`src/rtl/pq_req_arbiter.sv`:
```
// pq_req_arbiter: round-robin arbiter sharing one priority queue among NREQ requesters
package pq_pkg;
    localparam int KEY_WIDTH = 4;
    localparam int VAL_WIDTH = 4;
    localparam int PQ_CAPACITY = 8;
    typedef struct packed {
        logic [KEY_WIDTH-1:0] key;
        logic [VAL_WIDTH-1:0] val;
    } kv_t;
    localparam logic [KEY_WIDTH-1:0] KEYINF = '1;
    localparam logic [VAL_WIDTH-1:0] VAL0 = '0;
    localparam kv_t KV_EMPTY = '{key: KEYINF, val: VAL0};
endpackage

module pq_req_arbiter
    import pq_pkg::*;
#(
    parameter int NREQ = 4,
    parameter int KVW = KEY_WIDTH + VAL_WIDTH,
    localparam int IW = $clog2(NREQ)
)(
    input  logic              clk,
    input  logic              rst,
    input  logic [NREQ-1:0]   req,
    input  logic [NREQ-1:0]   op,
    input  logic [NREQ*KVW-1:0] wkv,
    output logic [NREQ-1:0]   ack,
    output logic              err,
    output logic [KVW-1:0]    rkv,
    output logic [IW-1:0]     gnt_idx,
    output logic              pq_enq,
    output logic              pq_deq,
    output logic [KVW-1:0]    pq_kvi,
    input  logic [KVW-1:0]    pq_kvo,
    input  logic              pq_busy,
    input  logic              pq_full,
    input  logic              pq_empty
);
    localparam logic [KVW-1:0] KV_NONE = KV_EMPTY;

    typedef enum logic [1:0] {IDLE, ISSUE, WAIT, RESP} state_t;

    state_t          state, state_n;
    logic [IW-1:0]   rr_ptr, pick, cand;
    logic [NREQ-1:0] done_mask, elig, gnt_oh;
    logic            op_r, err_r, rej, hit;
    logic [KVW-1:0]  kv_r, rkv_r;

    assign gnt_oh = NREQ'(1) << gnt_idx;

    // state register
    always_ff @(posedge clk) begin
        if (rst)
            state <= IDLE;
        else
            state <= state_n;
    end

    // round-robin pick from rr_ptr upward, rejection test and next-state logic
    always_comb begin
        elig = req & ~done_mask;
        pick = rr_ptr;
        hit = 1'b0;
        cand = '0;
        for (int k = 0; k < NREQ; k++) begin
            cand = IW'((int'(rr_ptr) + k) % NREQ);
            if (!hit && elig[cand]) begin
                pick = cand;
                hit = 1'b1;
            end
        end
        rej = op_r ? pq_empty : pq_full;
        state_n = state;
        case (state)
            IDLE:    state_n = hit ? ISSUE : IDLE;
            ISSUE:   state_n = pq_busy ? ISSUE : rej ? RESP : WAIT;
            WAIT:    state_n = pq_busy ? WAIT : RESP;
            default: state_n = IDLE;
        endcase
    end

    // grant latch, queue strobes, response registers and fairness bookkeeping
    always_ff @(posedge clk) begin
        if (rst) begin
            rr_ptr    <= '0;
            done_mask <= '0;
            gnt_idx   <= '0;
            op_r      <= 1'b0;
            kv_r      <= KV_NONE;
            err_r     <= 1'b0;
            rkv_r     <= KV_NONE;
            ack       <= '0;
            err       <= 1'b0;
            rkv       <= KV_NONE;
            pq_enq    <= 1'b0;
            pq_deq    <= 1'b0;
            pq_kvi    <= KV_NONE;
        end else begin
            ack       <= '0;
            pq_enq    <= 1'b0;
            pq_deq    <= 1'b0;
            done_mask <= (done_mask & req) | ((state == RESP) ? gnt_oh : '0);
            if (state == IDLE && hit) begin
                gnt_idx <= pick;
                op_r    <= op[pick];
                kv_r    <= wkv[int'(pick)*KVW +: KVW];
            end
            if (state == ISSUE && !pq_busy) begin
                err_r  <= rej;
                rkv_r  <= rej ? KV_NONE : op_r ? pq_kvo : rkv_r;
                pq_enq <= !rej && !op_r;
                pq_deq <= !rej && op_r;
                if (!rej && !op_r)
                    pq_kvi <= kv_r;
            end
            if (state == RESP) begin
                ack    <= gnt_oh;
                err    <= err_r;
                rkv    <= rkv_r;
                rr_ptr <= (gnt_idx == IW'(NREQ-1)) ? '0 : gnt_idx + 1'b1;
            end
        end
    end
endmodule

```
`config.mk`:
```
export PLATFORM = sky130hd
export DESIGN_NAME = pq_req_arbiter
export DESIGN_NICKNAME = d
export VERILOG_FILES = /design/src/rtl/pq_req_arbiter.sv
export SDC_FILE = /design/constraint.sdc
export NUM_CORES = 1
export LEC_CHECK = 0
export CAP_MARGIN = 40
export CORE_UTILIZATION = 40
export CTS_CLUSTER_SIZE = 30
export DETAILED_ROUTE_END_ITERATION = 10
export PLACE_DENSITY = 0.72
export SETUP_SLACK_MARGIN = 0.15
export SLEW_MARGIN = 10
export SYNTH_ARGS = -nofsm -noshare
export SYNTH_HDL_FRONTEND = slang
export SYNTH_SLANG_ARGS = --single-unit
```
`constraint.sdc`:
```
create_clock -name clk -period 2.6 [get_ports clk]
set_input_delay 0.52 -clock clk [delete_from_list [all_inputs] [get_ports clk]]
set_output_delay 0.52 -clock clk [all_outputs]
set_load 0.01 [all_outputs]
```
=== Yosys cells after proc, flatten, opt, wreduce, memory -nomap -nowiden ===
Cells that the tools add are included.

* Register bits: 51
* Output and inout port bits: 25
* Logic and storage cells: 79

* Order comparisons: 5
* Multiplexer cells: 27
* Bitwise logic cells: 5
* Shifts and indexed selects: 2
* Reductions and logical operators: 18
* Add/sub/neg operators: 4
* Eq/ne operators: 4

{| class="wikitable"
|+ Operator list
! kind !! number
|-
| variable part select 32 x 6 -> 8 bit || 1
|-
| 2-to-1 mux 8 bit || 2
|-
| < comparator 2 x 3 -> 1 bit (second input constant) || 5
|-
| 2-to-1 mux 1 bit || 13
|-
| binary-select mux 1 bit (select 2 bit) || 5
|-
| 2-to-1 mux 2 bit || 5
|-
| AND 4 bit || 2
|-
| logical AND 1 bit || 7
|-
| == test 2 bit (second input constant) || 3
|-
| zero test 1 bit || 6
|-
| case mux 2 bit (3 select lines) || 1
|-
| adder 2 x 1 -> 2 bit (second input constant) || 2
|-
| adder 2 bit (second input constant) || 2
|-
| 2-to-1 mux 4 bit || 1
|-
| NOT 4 bit || 1
|-
| OR 4 bit || 1
|-
| AND reduction 2 bit || 2
|-
| << shifter 1 x 2 -> 4 bit (first input constant) || 1
|-
| == test 2 x 1 -> 1 bit (second input constant) || 1
|-
| zero test 2 bit || 1
|-
| nonzero test 2 bit || 1
|-
| OR reduction 2 bit || 1
|-
| NOT 1 bit || 1
|}

=== Depth between registers and ports, before layout ===
Gate-level depths: netlist of run 1.

* Word-level depth: 16
* Mapped depth: 7

=== Worst setup path after synthesis of run 1 ===
Ideal clock, no wire load.

* Path type: input to register
* From: in req[1]
* To: reg op_r
* Path buffers: 2
* Setup time: 0.133 ns
* Setup slack: 0.773 ns
* Data arrival time: 1.693 ns
* Stages: 7
* Cells stage by stage: nor2b_4 -> o311ai_4 -> o21a_1 -> buf_6 -> buf_12 -> mux2i_1 -> o221ai_1

* Longest elaborated chain between the ends: 15

{| class="wikitable"
|+ Ends and longest elaborated chain
! element !! line !! RTL
|-
| start: declaration || 24 || <nowiki>input logic [NREQ-1:0] req,</nowiki>
|-
| AND 4 bit (*) || 61 || <nowiki>elig = req & ~done_mask;</nowiki>
|-
| binary-select mux 1 bit (select 2 bit) || 67 || <nowiki>if (!hit && elig[cand]) begin</nowiki>
|-
| 2-to-1 mux 1 bit (implied by the code) || 67 ||
|-
| 2-to-1 mux 1 bit || 67 ||
|-
| zero test 1 bit || 67 ||
|-
| logical AND 1 bit || 67 ||
|-
| 2-to-1 mux 1 bit || 67 ||
|-
| zero test 1 bit || 67 ||
|-
| logical AND 1 bit || 67 ||
|-
| 2-to-1 mux 1 bit || 67 ||
|-
| zero test 1 bit || 67 ||
|-
| logical AND 1 bit || 67 ||
|-
| 2-to-1 mux 2 bit || 67 ||
|-
| binary-select mux 1 bit (select 2 bit) || 105 || <nowiki>op_r <= op[pick];</nowiki>
|-
| 2-to-1 mux 1 bit (implied by the code) || 105 ||
|-
| end signal: assignment || 105 ||
|-
| end: declaration || 46 || <nowiki>logic op_r, err_r, rej, hit;</nowiki>
|}

Every way passes the cells marked *; elsewhere a longest branch is shown, timed or not. The select of a mux whose other input is x is not followed.
A chain may end at the register's enable or synchronous reset.

=== Worst setup path in the final report of run 1 ===
* From: in req[3]
* To: reg kv_r[1]

* Longest elaborated chain between the ends: 14

{| class="wikitable"
|+ Ends and longest elaborated chain
! element !! line !! RTL
|-
| AND 4 bit (*) || 61 ||
|-
| binary-select mux 1 bit (select 2 bit) || 67 ||
|-
| 2-to-1 mux 1 bit (implied by the code) || 67 ||
|-
| 2-to-1 mux 1 bit || 67 ||
|-
| zero test 1 bit || 67 ||
|-
| logical AND 1 bit || 67 ||
|-
| 2-to-1 mux 1 bit || 67 ||
|-
| zero test 1 bit || 67 ||
|-
| logical AND 1 bit || 67 ||
|-
| 2-to-1 mux 1 bit || 67 ||
|-
| zero test 1 bit || 67 ||
|-
| logical AND 1 bit || 67 ||
|-
| 2-to-1 mux 2 bit / 2-to-1 mux 1 bit (equally long branches) || 67 ||
|-
| variable part select 32 x 6 -> 8 bit / logical AND 1 bit (equally long branches) || 106, 103 ||
|-
| end signal: assignment || 106 || <nowiki>kv_r <= wkv[int'(pick)*KVW +: KVW];</nowiki>
|-
| end: declaration || 47 || <nowiki>logic [KVW-1:0] kv_r, rkv_r;</nowiki>
|}

Marked as above.

==> metrics.cfg, run 1 <==
[clocking]
clk_latency_ns=0.30
cts_max_level=2
clkTransAtPathRegs_ns=0.10
ctsLongestPathBuffers=2
cts_resized=0
hold_buffers=0
clock-sinks=51
tritoncts=yes
cts-root-buf=clkbuf_8
postCtsSetupBuffers=0
cts_buffers=5

[timing]
finalHoldViolations=0
setup_viol=0
worst_slew_pin_slew_ns=0.798
fmax_ghz=0.475
relSlewSlack_pct=46.8
setup-tns-final_ns=0
min_period_ns=2.11
rsz0062_at_grt=no
drv_slew=0
fin_crit_sh_pct=81.0
finClkSkew_ns=0.00999

[critical_path]
critPathMaxStageDelay_ns=0.47
critPathLaunchType=input pin
r2r_start=done_mask[3]$_SDFF_PP0_
crit_type=in2reg
r2r-end=kv_r[1]$_SDFFE_PP0P_
reg2reg_depth=6
reg2reg_slack_ns=0.84
cp_num_buf_inv=2
worstPathArrival_ns=2.27
path_cells=clkdlybuf4s50_1, and2b_1, o41ai_4, buf_4, nor2_1, nand2_1, o221ai_1
critPathTopFamily=buffers and inverters
critPathCaptureType=flop
cp_max_fo=13
cp_slowest_cell=clkdlybuf4s50_1
required_ns=2.76

[cells_and_area]
fin_nets=391
stdcell_count=407
drive_gt1_share_pct=6.87
multi_input_area_um2=1210
diodes=0
seqCellArea_um2=1020
fillers=504
area_growth_pct=42.6

[synth]
synthTopCellsByArea=dfxtp_1, nand2_1, mux2i_1, a21oi_1, nand3b_1
synth_top_family_by_area=simple AND/OR/NAND/NOR gates
synth-compound-area-share_pct=18.9
synthAdderAreaFrac_pct=2.16
synth_area_um2=2320
ys_warn_count=0
synth_fp_nets=312
netlist.area_leader.share_pct=44.0
synth-xor-area-share_pct=0
synth_seq_cells=51
yosys.area.top_type=dfxtp_1
ys_seq_area_share_pct=44.0
synth_simple_gate_area_share_pct=24.1
synth_cell_types=39
synth_area_per_cell_um2=9.10
synthCells=255
muxShareOfSynthArea_pct=6.90

[pwr]
leakagePower_nw=1.22
sw_frac_of_total_pct=23.9
ir_worst_vdd_v=0.000275
p_int_mw=1.37
p_seq_share_pct=47.0
switching_power_uw=431
power_mw=1.80
comb_power_share_pct=17.1
power_density_nw_per_um2=545
p_clk_share_pct=35.9

[drt]
wl_met1_um=2610
vias=2090
post_drt_wl_per_cell_um=13.9
drc=0
top_layer_used=met4
ant_nets=0
wl_um=5650
initialDrtViolationCount=89
firstDrtPassIters=4
met3_length_um=153
vias_per_cell=5.14
wl_met2_um=2830

[global_routing]
antenna_found_initial=0
grt_pass1_vias=1927
grt_pass1_wl_um=9340
grtUsageTotal_pct=19.3
gr-total-overflow=0
grt_max_degree=22

[hold_path]
min_path_type=reg2reg
hold_end=rkv[1]$_SDFFE_PP0P_
hp-start=rkv_r[1]$_SDFFE_PP0P_
holdPathStages=2

[status]
status=finished clean

[run]
cap_violations=0

[floorplan]
start_util_pct=41.9
fp.dieArea_um2=6110
core_area_um2=5540
die_w_um=78.2
floorplan.rows=27
io_pins=78
die_h_um=78.2

[placement]
port_buffers=77
place_hpwl_um=4260
gp_congestion=0.794
dp.cells=399

[through the flow]
stage / setup WS (ns) / util [%] / instance area (um2) / hold slack (ns)
5_1_grt: 0.424 / 59.7 / 3310 / 0.472
2_1_floorplan: 0.773 / - / 2320 / 0.432
4_1_cts: 0.506 / 59.7 / 3310 / 0.458
3_3_place_gp: 0.246 / 57.2 / 3170 / 0.437
3_5_place_dp: 0.206 / 57.2 / 3170 / 0.443
6_report: 0.495 / 59.7 / 3310 / 0.453
[cells by family after synthesis]
family | after synthesis
buf+inv | 18
fa+ha+maj | 4
compound gates | 60
flops | 51
mux | 16
simple gates | 106
[cells in the mapped netlist]
master	count
o211ai_1	12
dfxtp_1	51
a21oi_1	23
ha_1	4
nor3_1	6
nor2b_1	1
nand2b_1	7
o21bai_1	4
or3b_1	1
inv_2	1
nor2_2	1
nor4_1	1
nand2b_4	1
a21oi_2	1
mux2i_1	16
clkbuf_1	8
inv_1	6
nor3_2	1
nor3b_1	5
nand2_1	43
buf_2	1
o311ai_4	1
o21a_1	1
and2b_1	1
o21ai_0	1
a22oi_1	4
o221ai_1	7
nor2_1	16
nor2b_4	2
and2_0	1
a211oi_1	2
a21o_1	1
a311oi_1	1
o21ai_1	1
nand3b_1	15
o41ai_4	1
buf_12	1
nand3_1	4
buf_6	1
[layer usage]
| metal | vias up | track usage, % |
|---|---|---|
| met2 | 42 | 31.8 |
| met1 | 976 | 25.8 |
| met3 | 4 | 3.60 |
| met4 | 0 | 5.19 |
| li1 | 1068 | - |
| met5 | - | 0 |
[sequential cells by signal, indices dropped and copies added, names as in the netlist]
name and count:
pq_deq 1, err_r 1, op_r 1, state 2
err 1, done_mask 4, ack 4, rr_ptr 2
gnt_idx 2, kv_r 8, pq_enq 1, pq_kvi 8
rkv_r 8, rkv 8
[worst max path at each step]
stage / from / end / slack, ns / cells after the start
after global placement: req[3] / kv_r[0]$_SDFFE_PP0P_ / 0.25 / 7
after floorplan: req[1] / op_r$_SDFFE_PP0P_ / 0.77 / 7
final: req[3] / kv_r[1]$_SDFFE_PP0P_ / 0.49 / 7
after detailed placement: req[3] / kv_r[1]$_SDFFE_PP0P_ / 0.21 / 7
after CTS: req[3] / kv_r[1]$_SDFFE_PP0P_ / 0.51 / 7
after global routing: req[3] / kv_r[0]$_SDFFE_PP0P_ / 0.42 / 7
[layout make-up]
type,instances,area share [%]
clock buffer,5,2.08
tap,72,2.72
sequential,51,30.9
multi-input combinational,186,36.5
timing repair buffer,83,25.0
inverter,7,0.794
clock inverter,3,2.04
[cells in the final DEF (no fill, tap or decap), drive strengths merged]
| cell type | n |
|---|---|
| a311oi | 1 |
| o21ai | 2 |
| o21a | 1 |
| o21bai | 4 |
| nor4 | 1 |
| nand3b | 15 |
| buf | 6 |
| nor3b | 5 |
| nand2b | 8 |
| clkdlybuf4s50 | 77 |
| ha | 4 |
| inv | 7 |
| nand2 | 43 |
| a21o | 1 |
| and2 | 1 |
| nor3 | 7 |
| dfxtp | 51 |
| and2b | 1 |
| o311ai | 1 |
| mux2i | 16 |
| o211ai | 12 |
| a21oi | 24 |
| a22oi | 4 |
| clkbuf | 5 |
| nand3 | 4 |
| nor2b | 3 |
| a211oi | 2 |
| nor2 | 17 |
| o41ai | 1 |
| bufinv | 2 |
| clkinvlp | 1 |
| o221ai | 7 |
| or3b | 1 |
[power groups by stage]
stage	combinational (mW)	clock, mW	sequential (mW)
floorplan	0.164	0	0.864
global placement	0.307	0	0.865
detailed placement	0.310	0	0.865
CTS	0.311	0.665	0.847
global route	0.340	0.710	0.853
finish	0.309	0.647	0.848
[worst reg2reg max path: stages, from the launching register on]
cell and delay, ns:
dfxtp_1 0.36, and2b_1 0.25, o41ai_4 0.38, buf_4 0.25, nor2_1 0.07, nand2_1 0.17
o221ai_1 0.16
Note: power is estimated with default switching activity, not from simulation.
==> run 2, diff against run 1 <==
- clock period: 2.6 -> 2.07 ns (I/O delays scaled with it)
==> run 2 against run 1 <==
Count of clock-buffer cells in the layout grew 3. First-iteration DRC count fell by 13%. Non-clock buffer count grew 18. Utilization up 2.2 points. Sequential power is 25% higher. Global-route usage down 0.42 points. Combinational power up 40%. Final cell count rose by 4.4%. Hold slack improved by 0.0035 ns. Critical path type unchanged. Largest power group unchanged. Highest routed layer unchanged.
==> metrics.cfg, run 2 (synthesis results as in run 1) <==
[cells_and_area]
final_cell_mix=clkdlybuf4s50_1, dfxtp_1, nand2_1
stdcell_area_um2=3430  ; +3.7%
final_util_pct=61.9  ; +2.2 points
drive_gt1_share_pct=13.3  ; +6.4 points
fillers=494  ; -2.0%
fin_nets=409  ; +4.6%
area_growth_pct=48.0
layout_commonest_cell=clkdlybuf4s50_1
diodes=0  ; unchanged

[global_routing]
gr-total-overflow=0  ; unchanged
grt_pass1_vias=1944  ; +0.88%
grt_pass1_wl_um=9160  ; -1.9%
grtUsageTotal_pct=18.9  ; -0.42 points
grt_max_degree=20  ; -9.1%
antenna_found_initial=0  ; unchanged

[run]
cap_violations=0  ; unchanged

[clocking]
tritoncts=yes
clk_latency_ns=0.30  ; about the same
cts_buffers=5  ; unchanged
cts-root-buf=clkbuf_8
clock-sinks=51  ; unchanged
ctsLongestPathBuffers=2  ; unchanged
cts_max_level=2  ; unchanged
clkTransAtPathRegs_ns=0.09  ; about the same
hold_buffers=0  ; unchanged

[placement]
port_buffers=77  ; unchanged
place_hpwl_um=4330  ; +1.6%
placed_cell_area_um2=3280  ; +3.6%
gp_congestion=0.836  ; +5.2%
place_worst_setup_slack_ns=-0.175  ; -0.381 ns

[drt]
vias_per_cell=5.08  ; -1.1%
firstDrtPassIters=5  ; +1
drc=0  ; unchanged
wl_um=5830  ; +3.1%
initialDrtViolationCount=77  ; -13%
ant_nets=0  ; unchanged
post_drt_wl_per_cell_um=13.7  ; -1.2%
vias=2159  ; +3.3%

[critical_path]
critPathLaunchType=input pin
critPathCaptureType=flop
crit_type=in2reg
required_ns=2.25  ; -0.51 ns
cp_max_fo=15  ; +2
worstPathArrival_ns=2.05  ; -0.22 ns
reg2reg_depth=7  ; +1

[timing]
finalHoldViolations=0  ; unchanged
fin_crit_sh_pct=90.4
fmax_ghz=0.534
relSlewSlack_pct=61.1  ; +14 points
finClkSkew_ns=0.00467  ; -0.00532 ns
worst_slew_pin_slew_ns=0.579  ; -0.218 ns
hold_ws_ns=0.457  ; +0.00354 ns
min_period_ns=1.87
fin_ws_ns=0.199  ; -0.296 ns
rsz0062_at_grt=no
drv_slew=0  ; unchanged
setup-tns-final_ns=0  ; unchanged
setup_viol=0  ; unchanged

[floorplan]
start_util_pct=41.9  ; unchanged
die_h_um=78.2  ; unchanged
floorplan.rows=27  ; unchanged
fp.dieArea_um2=6110  ; unchanged
io_pins=78  ; unchanged
core_area_um2=5540  ; unchanged
die_w_um=78.2  ; unchanged

[pwr]
ir_worst_vdd_v=0.000434  ; +58%
power_density_nw_per_um2=617  ; +13%
leakagePower_nw=1.30  ; +6.9%

[status]
status=finished clean

[hold_path]
holdPathStages=2  ; unchanged
min_path_type=reg2reg

==> run 2: path summary, 6_finish.rpt <==
kind                           start                    end  slack, ns
max reg2reg  done_mask[2]$_SDFF_PP0_   kv_r[6]$_SDFFE_PP1P_       0.40
min reg2reg    rkv_r[1]$_SDFFE_PP0P_  rkv_r[1]$_SDFFE_PP0P_       0.46
max                           req[1]   kv_r[6]$_SDFFE_PP1P_       0.20
min            rkv_r[1]$_SDFFE_PP0P_  rkv_r[1]$_SDFFE_PP0P_       0.46
==> run 2: critical path, stage by stage <==
cell             delay [ns]
clkdlybuf4s50_1        0.48
nor2b_4                0.24
a21oi_2                0.07
o21a_1                 0.20
buf_12                 0.16
buf_4                  0.16
o211ai_1               0.20
o211ai_1               0.12
==> run 2: through the flow <==
step / std cells / power [mW]
after global routing: 425 / 2.23
after global placement: 414 / 1.50
after CTS: 425 / 2.13
final: 425 / 2.12
after floorplan: 255 / 1.29
after detailed placement: 414 / 1.51
==> run 2: layout make-up <==
cell class	count	area [um2]	share of cell area, %
Clock buffer	8	100	2.92
Inverter	7	26.3	0.766
Multi-Input combinational cell	186	1230	35.9
Sequential cell	51	1020	29.7
Tap cell	72	90.1	2.62
Timing Repair Buffer	101	961	28.0
==> run 2: what timing repair did <==
action,4_1_cts,5_1_grt
endpoints found under the setup margin,3,5
setup buffers,3,0
resized for setup,4,5
gates cloned,0,0
pin swaps,2,2
==> run 2: layer usage <==
metal / track usage [%] / up-vias / part of all wire (%)
met4: 5.56 / 0 / 1.1
met1: 24.9 / 1005 / 46
met5: 0 / - / 0
li1: - / 1099 / -
met2: 31.0 / 50 / 49
met3: 4.07 / 5 / 3.6
==> run 2: power by group <==
part           total (mW)  internal [mW]  leakage [nW]  switching, mW
clock network       0.621          0.306        0.0515          0.315
registers            1.06           1.03         0.415         0.0368
logic               0.434          0.247         0.833          0.187
total                2.12           1.58          1.30          0.539
==> run 3, diff against run 2 <==
- DONT_BUFFER_PORTS: not set -> 1
- PLACE_DENSITY: 0.72 -> not set
==> run 3 against run 2 <==
Die area is the same. Critical path depth shrank 2. Utilization shrank 17 points. Combinational power shrank 44%. Highest routed layer unchanged. Clock power shrank 7.1%. Worst setup slack gained 0.15 ns. Critical endpoint is now kv_r[3]$_SDFFE_PP0P_. Via count shrank 17%. Total power shrank 11%. Final cell count shrank 23%. Maximum frequency grew 9.0%. Largest power group unchanged. Cell area shrank 27%.
==> metrics.cfg, run 3 (synthesis results as in run 1) <==
[clocking]
tritoncts=yes
clkTransAtPathRegs_ns=0.10  ; about the same
clock-sinks=51  ; unchanged
cts_max_level=2  ; unchanged
cts_resized=0  ; -4
clk_latency_ns=0.30  ; about the same
hold_buffers=0  ; unchanged
cts_buffers=5  ; unchanged
postCtsSetupBuffers=0  ; -3
ctsLongestPathBuffers=2  ; unchanged
cts-root-buf=clkbuf_8

[critical_path]
critPathMaxStageDelay_ns=0.39  ; -0.09 ns
reg2reg_slack_ns=0.35  ; -0.05 ns
worstPathArrival_ns=1.88  ; -0.17 ns
cp_slowest_cell=dfxtp_1
cp_max_fo=16  ; +1
critPathTopFamily=compound AO/OA/AOI/OAI gates
required_ns=2.24  ; about the same
critPathCaptureType=flop
r2r_start=rr_ptr[1]$_SDFFE_PP0P_
cp_num_buf_inv=2  ; -1
reg2reg_depth=6  ; -1
critPathLaunchType=flop
r2r-end=kv_r[3]$_SDFFE_PP0P_
path_cells=inv_2, o311ai_4, o21a_1, buf_12, mux2i_1, o221ai_1
crit_type=reg2reg

[floorplan]
fp.dieArea_um2=6110  ; unchanged
floorplan.rows=27  ; unchanged
die_w_um=78.2  ; unchanged
start_util_pct=41.9  ; unchanged
die_h_um=78.2  ; unchanged
io_pins=78  ; unchanged
core_area_um2=5540  ; unchanged

[timing]
drv_slew=0  ; unchanged
setup_viol=0  ; unchanged
min_period_ns=1.72  ; -0.154 ns
relSlewSlack_pct=57.2  ; -3.9 points
rsz0062_at_grt=no
worst_slew_pin_slew_ns=0.638  ; +0.0583 ns
fin_crit_sh_pct=83.0  ; -7.4 points
finalHoldViolations=0  ; unchanged
setup-tns-final_ns=0  ; unchanged
fmax_ghz=0.582  ; +9.0%
finClkSkew_ns=0.0136  ; +0.00889 ns
fin_ws_ns=0.353  ; +0.154 ns

[drt]
post_drt_wl_per_cell_um=16.3  ; +19%
initialDrtViolationCount=53  ; -31%
vias_per_cell=5.44  ; +7.0%
ant_nets=0  ; unchanged
vias=1789  ; -17%
firstDrtPassIters=4  ; -1
drc=0  ; unchanged
wl_um=5360  ; -8.0%

[placement]
gp_congestion=0.735  ; -12%
place_hpwl_um=3770  ; -13%
place_worst_setup_slack_ns=0.254  ; +0.428 ns
placed_cell_area_um2=2400  ; -27%
port_buffers=0  ; -100%

[pwr]
p_clk_share_pct=30.5  ; +1.2 points
power_density_nw_per_um2=760  ; +23%
comb_power_share_pct=12.8  ; -7.7 points
p_int_mw=1.40  ; -11%
p_seq_share_pct=56.7  ; +6.5 points
ir_worst_vdd_v=0.000281  ; -35%
switching_power_uw=492  ; -8.7%
leakagePower_nw=0.904  ; -30%
sw_frac_of_total_pct=26.0  ; +0.57 points

[hold_path]
min_path_type=in2reg
holdPathStages=1  ; -1
hold_end=pq_kvi[1]$_SDFFE_PP0P_
hp-start=rst

[cells_and_area]
stdcell_area_um2=2490  ; -27%
area_growth_pct=7.28
diodes=0  ; unchanged
drive_gt1_share_pct=8.56  ; -4.8 points
final_cell_mix=dfxtp_1, nand2_1, a21oi_1
fin_nets=314  ; -23%
layout_commonest_cell=dfxtp_1

[status]
status=finished clean

[global_routing]
grt_pass1_wl_um=8890  ; -3.0%
antenna_found_initial=0  ; unchanged
grt_pass1_vias=1754  ; -9.8%
gr-total-overflow=0  ; unchanged
grt_max_degree=53  ; +170%
grtUsageTotal_pct=18.8  ; -0.12 points

[run]
cap_violations=0  ; unchanged

## run 3: cell count changes in the layout (fill, tap and decap cells not counted), sizes merged
| cell | previous run | this run |
|---|---|---|
| clkbuf | 8 | 6 |
| buf | 24 | 6 |
| clkinv | 0 | 1 |
| clkdlybuf4s50 | 75 | 0 |
| dlygate4sd2 | 2 | 0 |
## run 3: worst max path at each step
stage                            start               endpoint  slack (ns)  depth (start not counted)
2_1_floorplan                   req[1]      op_r$_SDFFE_PP0P_        0.35                          7
3_3_place_gp                    req[1]   kv_r[0]$_SDFFE_PP0P_        0.30                          6
3_5_place_dp                    req[1]   kv_r[3]$_SDFFE_PP0P_        0.25                          6
4_1_cts        done_mask[1]$_SDFF_PP0_   kv_r[3]$_SDFFE_PP0P_        0.34                          6
5_1_grt            state[0]$_SDFF_PP0_  rkv_r[4]$_SDFFE_PP1P_        0.22                          4
6_report        rr_ptr[1]$_SDFFE_PP0P_   kv_r[3]$_SDFFE_PP0P_        0.35                          6
## run 3: cell type report
cell class                      count  area, um2
Clock inverter                      1       5.00
Sequential cell                    51       1020
Fill cell                         567       3050
Multi-Input combinational cell    186       1210
Timing Repair Buffer                6       57.6
Clock buffer                        6       82.6
Tap cell                           72       90.1
Inverter                            7       26.3
## run 3: worst register-to-register path, stage by stage (launching register included)
cell,delay (ns)
dfxtp_1,0.39
inv_2,0.07
o311ai_4,0.35
o21a_1,0.26
buf_12,0.18
mux2i_1,0.20
o221ai_1,0.14
## run 3: power groups by stage
stage | clock network, mW | registers, mW | logic [mW]
floorplan | 0 | 1.08 | 0.205
global placement | 0 | 1.10 | 0.239
detailed placement | 0 | 1.10 | 0.244
CTS | 0.600 | 1.07 | 0.245
global route | 0.643 | 1.08 | 0.273
finish | 0.577 | 1.07 | 0.242
## run 3: through the flow
stage               util, %  hold WS (ns)  power [mW]  std cells
detailed placement     43.3         0.437        1.34        322
global placement       43.3         0.435        1.33        322
CTS                    44.9         0.156        1.92        329
floorplan                 -         0.432        1.29        255
finish                 44.9         0.172        1.89        329
global route           44.9         0.147        2.00        329
## run 3: layer usage
layer  GRT usage, %  wire (um)  vias to the layer above
met2           27.5       2460                       40
met4           7.04         74                        0
met5              0          0                        -
met3           5.12        281                        6
met1           26.2       2550                      834
li1               -          -                      909
